$ cat src/rtl/screensaver_ctrl.sv
// Screensaver pixel-path sequencer: bounces a sprite once per frame, maps VGA position to
// sprite ROM addresses aligned to a synchronous ROM, and selects the displayed image.
module screensaver_ctrl #(
  parameter int unsigned IMAGE_WIDTH      = 160,
  parameter int unsigned IMAGE_HEIGHT     = 120,
  parameter int unsigned SCREEN_WIDTH     = 640,
  parameter int unsigned SCREEN_HEIGHT    = 480,
  parameter int unsigned FRAMES_PER_IMAGE = 300,
  parameter int unsigned ROM_AW           = $clog2(IMAGE_WIDTH * IMAGE_HEIGHT)
) (
  input  logic              clk_i,
  input  logic              rst_ni,
  input  logic [9:0]        position_x_i,
  input  logic [9:0]        position_y_i,
  input  logic              visible_i,
  input  logic [3:0]        select_image_i,
  input  logic              pause_i,
  output logic [ROM_AW-1:0] rom_addr_o,
  output logic              sprite_valid_o,
  output logic [3:0]        image_sel_o,
  output logic [9:0]        sprite_x_o,
  output logic [9:0]        sprite_y_o
);

  localparam logic [9:0] XMax = 10'(SCREEN_WIDTH - IMAGE_WIDTH);
  localparam logic [9:0] YMax = 10'(SCREEN_HEIGHT - IMAGE_HEIGHT);
  localparam int unsigned CntW = (FRAMES_PER_IMAGE > 1) ? $clog2(FRAMES_PER_IMAGE) : 1;
  localparam logic [CntW-1:0] CntLast = CntW'(FRAMES_PER_IMAGE - 1);

  logic              r_bottom;
  logic [9:0]        r_x, r_y;
  logic              r_dir_x_neg, r_dir_y_neg;
  logic [CntW-1:0]   r_cnt;
  logic [3:0]        r_sel;
  logic [ROM_AW-1:0] r_addr;
  logic              r_hit, r_valid;

  logic              w_at_bottom, w_tick, w_step;
  logic [10:0]       w_x_next, w_y_next;
  logic [10:0]       w_px, w_py, w_sx, w_sy, w_row, w_col;
  logic              w_hit, w_sel_valid;
  logic [ROM_AW-1:0] w_addr;
  logic [CntW-1:0]   w_cnt_d;
  logic [3:0]        w_sel_d;

  // Returns {dir_neg, pos} after one step, reflecting off 0 and lim.
  function automatic logic [10:0] bounce(input logic [9:0] pos, input logic neg,
                                         input logic [9:0] lim);
    if (!neg && pos == lim)     bounce = {1'b1, lim - 10'd1};
    else if (neg && pos == '0)  bounce = {1'b0, 10'd1};
    else if (neg)               bounce = {1'b1, pos - 10'd1};
    else                        bounce = {1'b0, pos + 10'd1};
  endfunction

  // Tick lands in vertical blanking, so the sprite never moves mid-frame.
  assign w_at_bottom = (position_y_i == 10'(SCREEN_HEIGHT));
  assign w_tick      = w_at_bottom & ~r_bottom;
  assign w_step      = w_tick & ~pause_i;
  assign w_x_next    = bounce(r_x, r_dir_x_neg, XMax);
  assign w_y_next    = bounce(r_y, r_dir_y_neg, YMax);

  assign w_px  = {1'b0, position_x_i};
  assign w_py  = {1'b0, position_y_i};
  assign w_sx  = {1'b0, r_x};
  assign w_sy  = {1'b0, r_y};
  assign w_row = w_py - w_sy;
  assign w_col = w_px - w_sx;
  assign w_hit = visible_i && (w_px >= w_sx) && (w_px < w_sx + 11'(IMAGE_WIDTH)) &&
                 (w_py >= w_sy) && (w_py < w_sy + 11'(IMAGE_HEIGHT));
  assign w_addr = w_hit ? (ROM_AW'(w_row) * ROM_AW'(IMAGE_WIDTH) + ROM_AW'(w_col)) : '0;

  assign w_sel_valid = (select_image_i != 4'b0) &&
                       ((select_image_i & (select_image_i - 4'd1)) == 4'b0);

  always_comb begin
    w_sel_d = r_sel;
    w_cnt_d = r_cnt;
    if (w_sel_valid) begin
      w_sel_d = select_image_i;
      w_cnt_d = '0;
    end else if (select_image_i == 4'b0 && w_step) begin
      if (r_cnt == CntLast) begin
        w_cnt_d = '0;
        w_sel_d = {r_sel[2:0], r_sel[3]};
      end else begin
        w_cnt_d = r_cnt + CntW'(1);
      end
    end
  end

  always_ff @(posedge clk_i) begin
    if (!rst_ni) begin
      r_bottom    <= 1'b0;
      r_x         <= '0;
      r_y         <= '0;
      r_dir_x_neg <= 1'b0;
      r_dir_y_neg <= 1'b0;
      r_cnt       <= '0;
      r_sel       <= 4'b0001;
      r_addr      <= '0;
      r_hit       <= 1'b0;
      r_valid     <= 1'b0;
    end else begin
      r_bottom <= w_at_bottom;
      if (w_step) begin
        {r_dir_x_neg, r_x} <= w_x_next;
        {r_dir_y_neg, r_y} <= w_y_next;
      end
      r_cnt   <= w_cnt_d;
      r_sel   <= w_sel_d;
      r_addr  <= w_addr;
      r_hit   <= w_hit;
      r_valid <= r_hit;
    end
  end

  assign rom_addr_o     = r_addr;
  assign sprite_valid_o = r_valid;
  assign image_sel_o    = r_sel;
  assign sprite_x_o     = r_x;
  assign sprite_y_o     = r_y;

endmodule
$ cat config.mk
export PLATFORM = sky130hd
export DESIGN_NAME = screensaver_ctrl
export DESIGN_NICKNAME = d
export VERILOG_FILES = /design/src/rtl/screensaver_ctrl.sv
export SDC_FILE = /design/constraint.sdc
export NUM_CORES = 1
export LEC_CHECK = 0
export CAP_MARGIN = 20
export CORE_ASPECT_RATIO = 0.9
export CORE_MARGIN = 10
export CORE_UTILIZATION = 45
export CTS_CLUSTER_SIZE = 8
export DETAILED_ROUTE_END_ITERATION = 16
export MAX_ROUTING_LAYER = met4
export PLACE_DENSITY = 0.79
export SYNTH_ARGS = -nofsm -noshare
export SYNTH_HDL_FRONTEND = slang
export SYNTH_SLANG_ARGS = --single-unit
$ cat constraint.sdc
create_clock -name clk_i -period 5.05 [get_ports clk_i]
set_input_delay 1.01 -clock clk_i [delete_from_list [all_inputs] [get_ports clk_i]]
set_output_delay 1.01 -clock clk_i [all_outputs]
set_load 0.01 [all_outputs]
* Word level (Yosys, flattened, before mapping)
Cells that the tools add are included.
** Storage, ports and cells
- Bits in registers :: 53
- Bits of input ports :: 28
- Word-level logic and storage cells :: 68
** Operators by class
- $add $sub $neg :: 11
- Multiply operators :: 1
- Magnitude comparators :: 4
- Equal/unequal tests :: 4
- Muxes and demuxes :: 10
- Bitwise logic cells :: 6
- Reductions and logical operators :: 22
** Operator list (number)
- 11-bit two-way mux :: 6
- 10-bit by 9-bit == test with 1-bit output (second input constant) :: 3
- 10-bit by 11-bit < comparator with 1-bit output :: 2
- 10-bit by 10-bit subtractor with 11-bit output :: 2
- 10-bit by 1-bit adder with 10-bit output (second input constant) :: 2
- 10-bit >= comparator :: 2
- 10-bit zero test :: 2
- 10-bit by 1-bit subtractor with 10-bit output (second input constant) :: 2
- 15-bit by 11-bit adder with 15-bit output :: 1
- 4-bit two-way mux :: 3
- 10-bit by 7-bit adder with 11-bit output (second input constant) :: 1
- 10-bit by 8-bit adder with 11-bit output (second input constant) :: 1
- 11-bit by 3-bit multiplier with 10-bit output (second input constant) :: 1
- 1-bit logical AND :: 10
- 9-bit by 1-bit adder with 9-bit output (second input constant) :: 1
- 9-bit == test (second input constant) :: 1
- 9-bit two-way mux :: 1
- 4-bit zero test :: 2
- 4-bit AND :: 1
- 2-bit AND reduction :: 2
- 2-bit nonzero test :: 2
- 4-bit nonzero test :: 1
- 4-bit by 1-bit subtractor with 4-bit output (second input constant) :: 1
- 1-bit inverter :: 3
- other kinds (3) :: 5

* Longest topological paths before layout
- Depth in word-level cells :: 6
- Gate-level depth with buffers :: 18
- Depth with buffers taken out :: 18

* Worst setup path before layout
OpenSTA, ideal clock, no wires.
- Path type :: input port to flip-flop
- Start :: input position_y_i[0]
- End :: register r_addr[14] (netlist: rom_addr_o[14])
- Setup time :: 0.121 ns
- Arrival :: 4.340 ns
- Required time :: 4.929 ns
- Setup slack :: 0.590 ns
- Stages on the path :: 18
- Buffers on the path :: 0
- Cells stage by stage :: inv_1 ha_1 inv_1 fa_1 a21o_1 a21oi_1 xnor2_1 ha_1 inv_1 fa_1 xnor2_1 ha_1 o21ai_0 nand2_1 o311ai_0 nor3_1 xnor2_1 mux2_2
** Between the ends
- Longest elaborated chain between the ends :: 4
- Elaborated cells on any way between the ends :: 8
** Ends and longest elaborated chain
- start, declared :: line 14 : input logic [9:0] position_y_i,
- branches (longest 4 deep; another with 15-bit by 11-bit adder with 15-bit output)
- end signal, assigned :: line 111 : r_addr <= w_addr;
- end, declared :: line 35 : logic [ROM_AW-1:0] r_addr;
Parallel ways; which one is timed is not known.
A chain may end at the register's enable or synchronous reset.

* Worst setup path in the final report
Same ends and word-level chain as after synthesis.

==> results.yml <==
run_status:
  status: "complete, no violations"
placed_design:
  gp_congestion: 0.938
  dpl.hpwl_mm: 9.94
  place_inst: 771
  port_buffers: 67
  post-place-ws_ps: -67.7
synth:
  ys.flop_type: "dfxtp_1"
  ys_ff_latch: 53
  synth_compound_area_frac: 0.202
  synthMuxAreaShare: 0.0171
  synthAdderAreaFrac: 0.210
  seq_area_frac_synth: 0.223
  netlist_instances: 578
  synth_warnings: 0
  synth.distinct_cells: 68
  yosysTopAreaCellShare: 0.223
  syn-num-nets: 682
  synth.avg_cell_area_sq_um: 8.22
  synth_simple_gate_area_frac: 0.210
  synthArstFlopShare: 0
  synthTopCellsByCount: "ha_1, nor2_1, dfxtp_1"
  synth_top_family_by_area: "simple AND/OR/NAND/NOR gates"
  synthTopCellsByArea: "dfxtp_1, ha_1, xnor2_1, nor2_1, a21oi_1"
  yosysTopAreaCell: "dfxtp_1"
  synth.most_common_cell: "ha_1"
  synth_xor_area_frac: 0.0885
  synth-edff-count: 0
  netlist_area_sq_um: 4750
setup_path:
  cp_top_family: "adder cells"
  critical_path_arrival_ps: 4890
  critPathMaxStageDelay_ps: 460
  worst_path_most_repeated_cell: "inv_1"
  worstSetupPathType: "in2reg"
  cp-start-kind: "input port"
  rr_worst_depth: 16
  r2r_end: "rom_addr_o[14]"
  crit_chain: "clkdlybuf4s50_1, inv_1, ha_1, inv_1, fa_1, a21o_1, a21oi_2, xnor2_1, ha_1, inv_1, fa_1, nor2b_1, o21ai_0, a21oi_2, nor4_1, a311oi_1, xnor2_1, mux2_2"
  rr_startpoint: "sprite_y_o[0]"
  crit_buf_inv: 4
  endpoint: "rom_addr_o[14]"
  r2r_slack_ps: 970
  critPathSlowestCell: "fa_1"
  cp_num_cells: 18
  crit_required_ps: 5240
  worstPathMaxFanout: 3
  end_kind: "flip-flop"
  critPathLaunch: "position_y_i[0]"
clock_tree:
  cts_buffer_depth: 2
  cts_num_sinks: 53
  path_clk_slew_ps: 70
  cts_setup_buffers: 0
  htreeDepth: 2
  cts_buffers: 5
  cts-root-buf: "clkbuf_16"
  holdBufCountCts: 0
  cts_tree: "built"
  clock_latency_ps: 300
power_and_ir_drop:
  p_sw_frac: 0.319
  power_density_nw_per_um2: 205
  clockPowerShare: 0.293
  p_int_uw: 797
  p_leak_nw: 2.36
  pwr-share-seq: 0.368
  p_comb_frac: 0.339
  switchingPower_uw: 374
  ir_worst_vdd_mv: 0.151
cells_and_area:
  finalNetCount: 753
  n_antenna_cell: 0
  layout-drive-gt1-share: 0.0492
  area_growth_pct: 20.1
  stdcell_count: 779
  fin_util: 0.554
global_route:
  gr-total-overflow: 0
  grt_antenna_before_repair: 0
  grt_max_degree: 29
  grt_first_pass_wirelength_mm: 20.8
  grt_util_all_layers: 0.165
  grt_pass1_vias: 4326
floorplanning:
  io-pin-count: 68
  dieArea_sq_um: 15100
  dieHeight_um: 117
  rows: 35
  start_util: 0.462
  die_x_um: 128
  core_area_sq_um: 10300
flow_run:
  drv_cap: 0
timing:
  drv_slew: 0
  tightest_slew_ps: 832
  hold_slack_ps: 435
  min_period_ps: 4700
  final-setup-viol-count: 0
  slew_headroom: 0.440
  rsz0062_at_grt: "no"
  setup_ws_ps: 349
  hold_violations: 0
  fmax_mhz: 213
  clock_skew_ps: 5.84
  fin_crit_sh: 0.931
route:
  drt-vias-per-instance: 5.77
  drc_errors: 0
  dr.first_iter.drc_count: 284
  wl_per_cell_um: 15.9
  ant_nets: 0
  num_vias: 4493
  wirelength_mm: 12.4
  firstDrtPassIters: 5
worst_hold_path:
  hold_path.class: "reg2reg"
[final cells by class]
class / instances / area, sq um
inverter: 48 / 180
sequential: 53 / 1060
tap: 129 / 161
clock buffer: 6 / 129
timing repair buffer: 71 / 701
multi-input combinational: 470 / 3460
clock inverter: 2 / 10.0
fill: 908 / 4590
[worst min path at each step]
stage,startpoint,to,slack (ps),cells past startpoint
after global placement,r_hit,sprite_valid_o,420,1
after global routing,r_hit,sprite_valid_o,460,1
after floorplan,r_hit,sprite_valid_o,410,1
final,r_hit,sprite_valid_o,440,1
after detailed placement,r_hit,sprite_valid_o,420,1
after CTS,r_hit,sprite_valid_o,440,1
[sequential cells by signal, summed over array words and instances, names as in the netlist]
register        cells
r_bottom            1
sprite_x_o         10
rom_addr_o         15
r_cnt               9
sprite_y_o         10
r_dir_x_neg         1
r_dir_y_neg         1
sprite_valid_o      1
image_sel_o         4
r_hit               1
[cell usage in the layout (no fill, tap or decap), drive strengths merged, types with 3 or more instances in the layout]
cell	n
buf	4
or2	5
mux2i	7
nor3	17
a31oi	6
a211oi	20
clkdlybuf4s50	67
and2	5
nand2b	4
xor2	18
and3	3
inv	48
nor4	6
nor2b	11
clkbuf	6
nand4b	3
nor2	60
a21o	11
xnor2	30
o21bai	4
a21boi	3
dfxtp	53
nand4	13
or3	3
nand3	18
ha	70
o21ai	32
o21a	6
fa	6
a21oi	40
a22oi	3
nand2	32
[timing repair]
| item | CTS | global route |
|---|---|---|
| resized for setup | 0 | 3 |
| setup endpoints to repair | 0 | 2 |
| endpoints found under the hold margin | 0 | 0 |
[power groups by stage]
stage | Sequential [mW] | Clock [mW] | Combinational (mW)
after floorplan | 0.442 | 0 | 0.271
after global placement | 0.440 | 0 | 0.374
after detailed placement | 0.440 | 0 | 0.391
after CTS | 0.431 | 0.348 | 0.394
after global routing | 0.431 | 0.363 | 0.446
final | 0.431 | 0.343 | 0.397
[stage by stage]
stage	TNS (ps)	total power [mW]	cell area [sq um]
finish	0	1.17	5700
global route	0	1.24	5700
CTS	0	1.17	5700
detailed placement	-67.7	0.831	5560
global placement	0	0.814	5560
floorplan	0	0.714	4750
[per-layer routing]
metal / share of wire / GRT usage
met1: 0.47 / 0.220
met2: 0.44 / 0.250
met3: 0.070 / 0.0324
met4: 0.020 / 0.0387
met5: 0 / -
[logic make-up after synthesis]
logic type / Yosys count
fa+ha+maj: 76
buf+inv: 55
compound gates: 147
xor+xnor: 48
simple gates: 191
flops: 53
mux: 8
No activity file was read; power rests on OpenSTA's default activity.
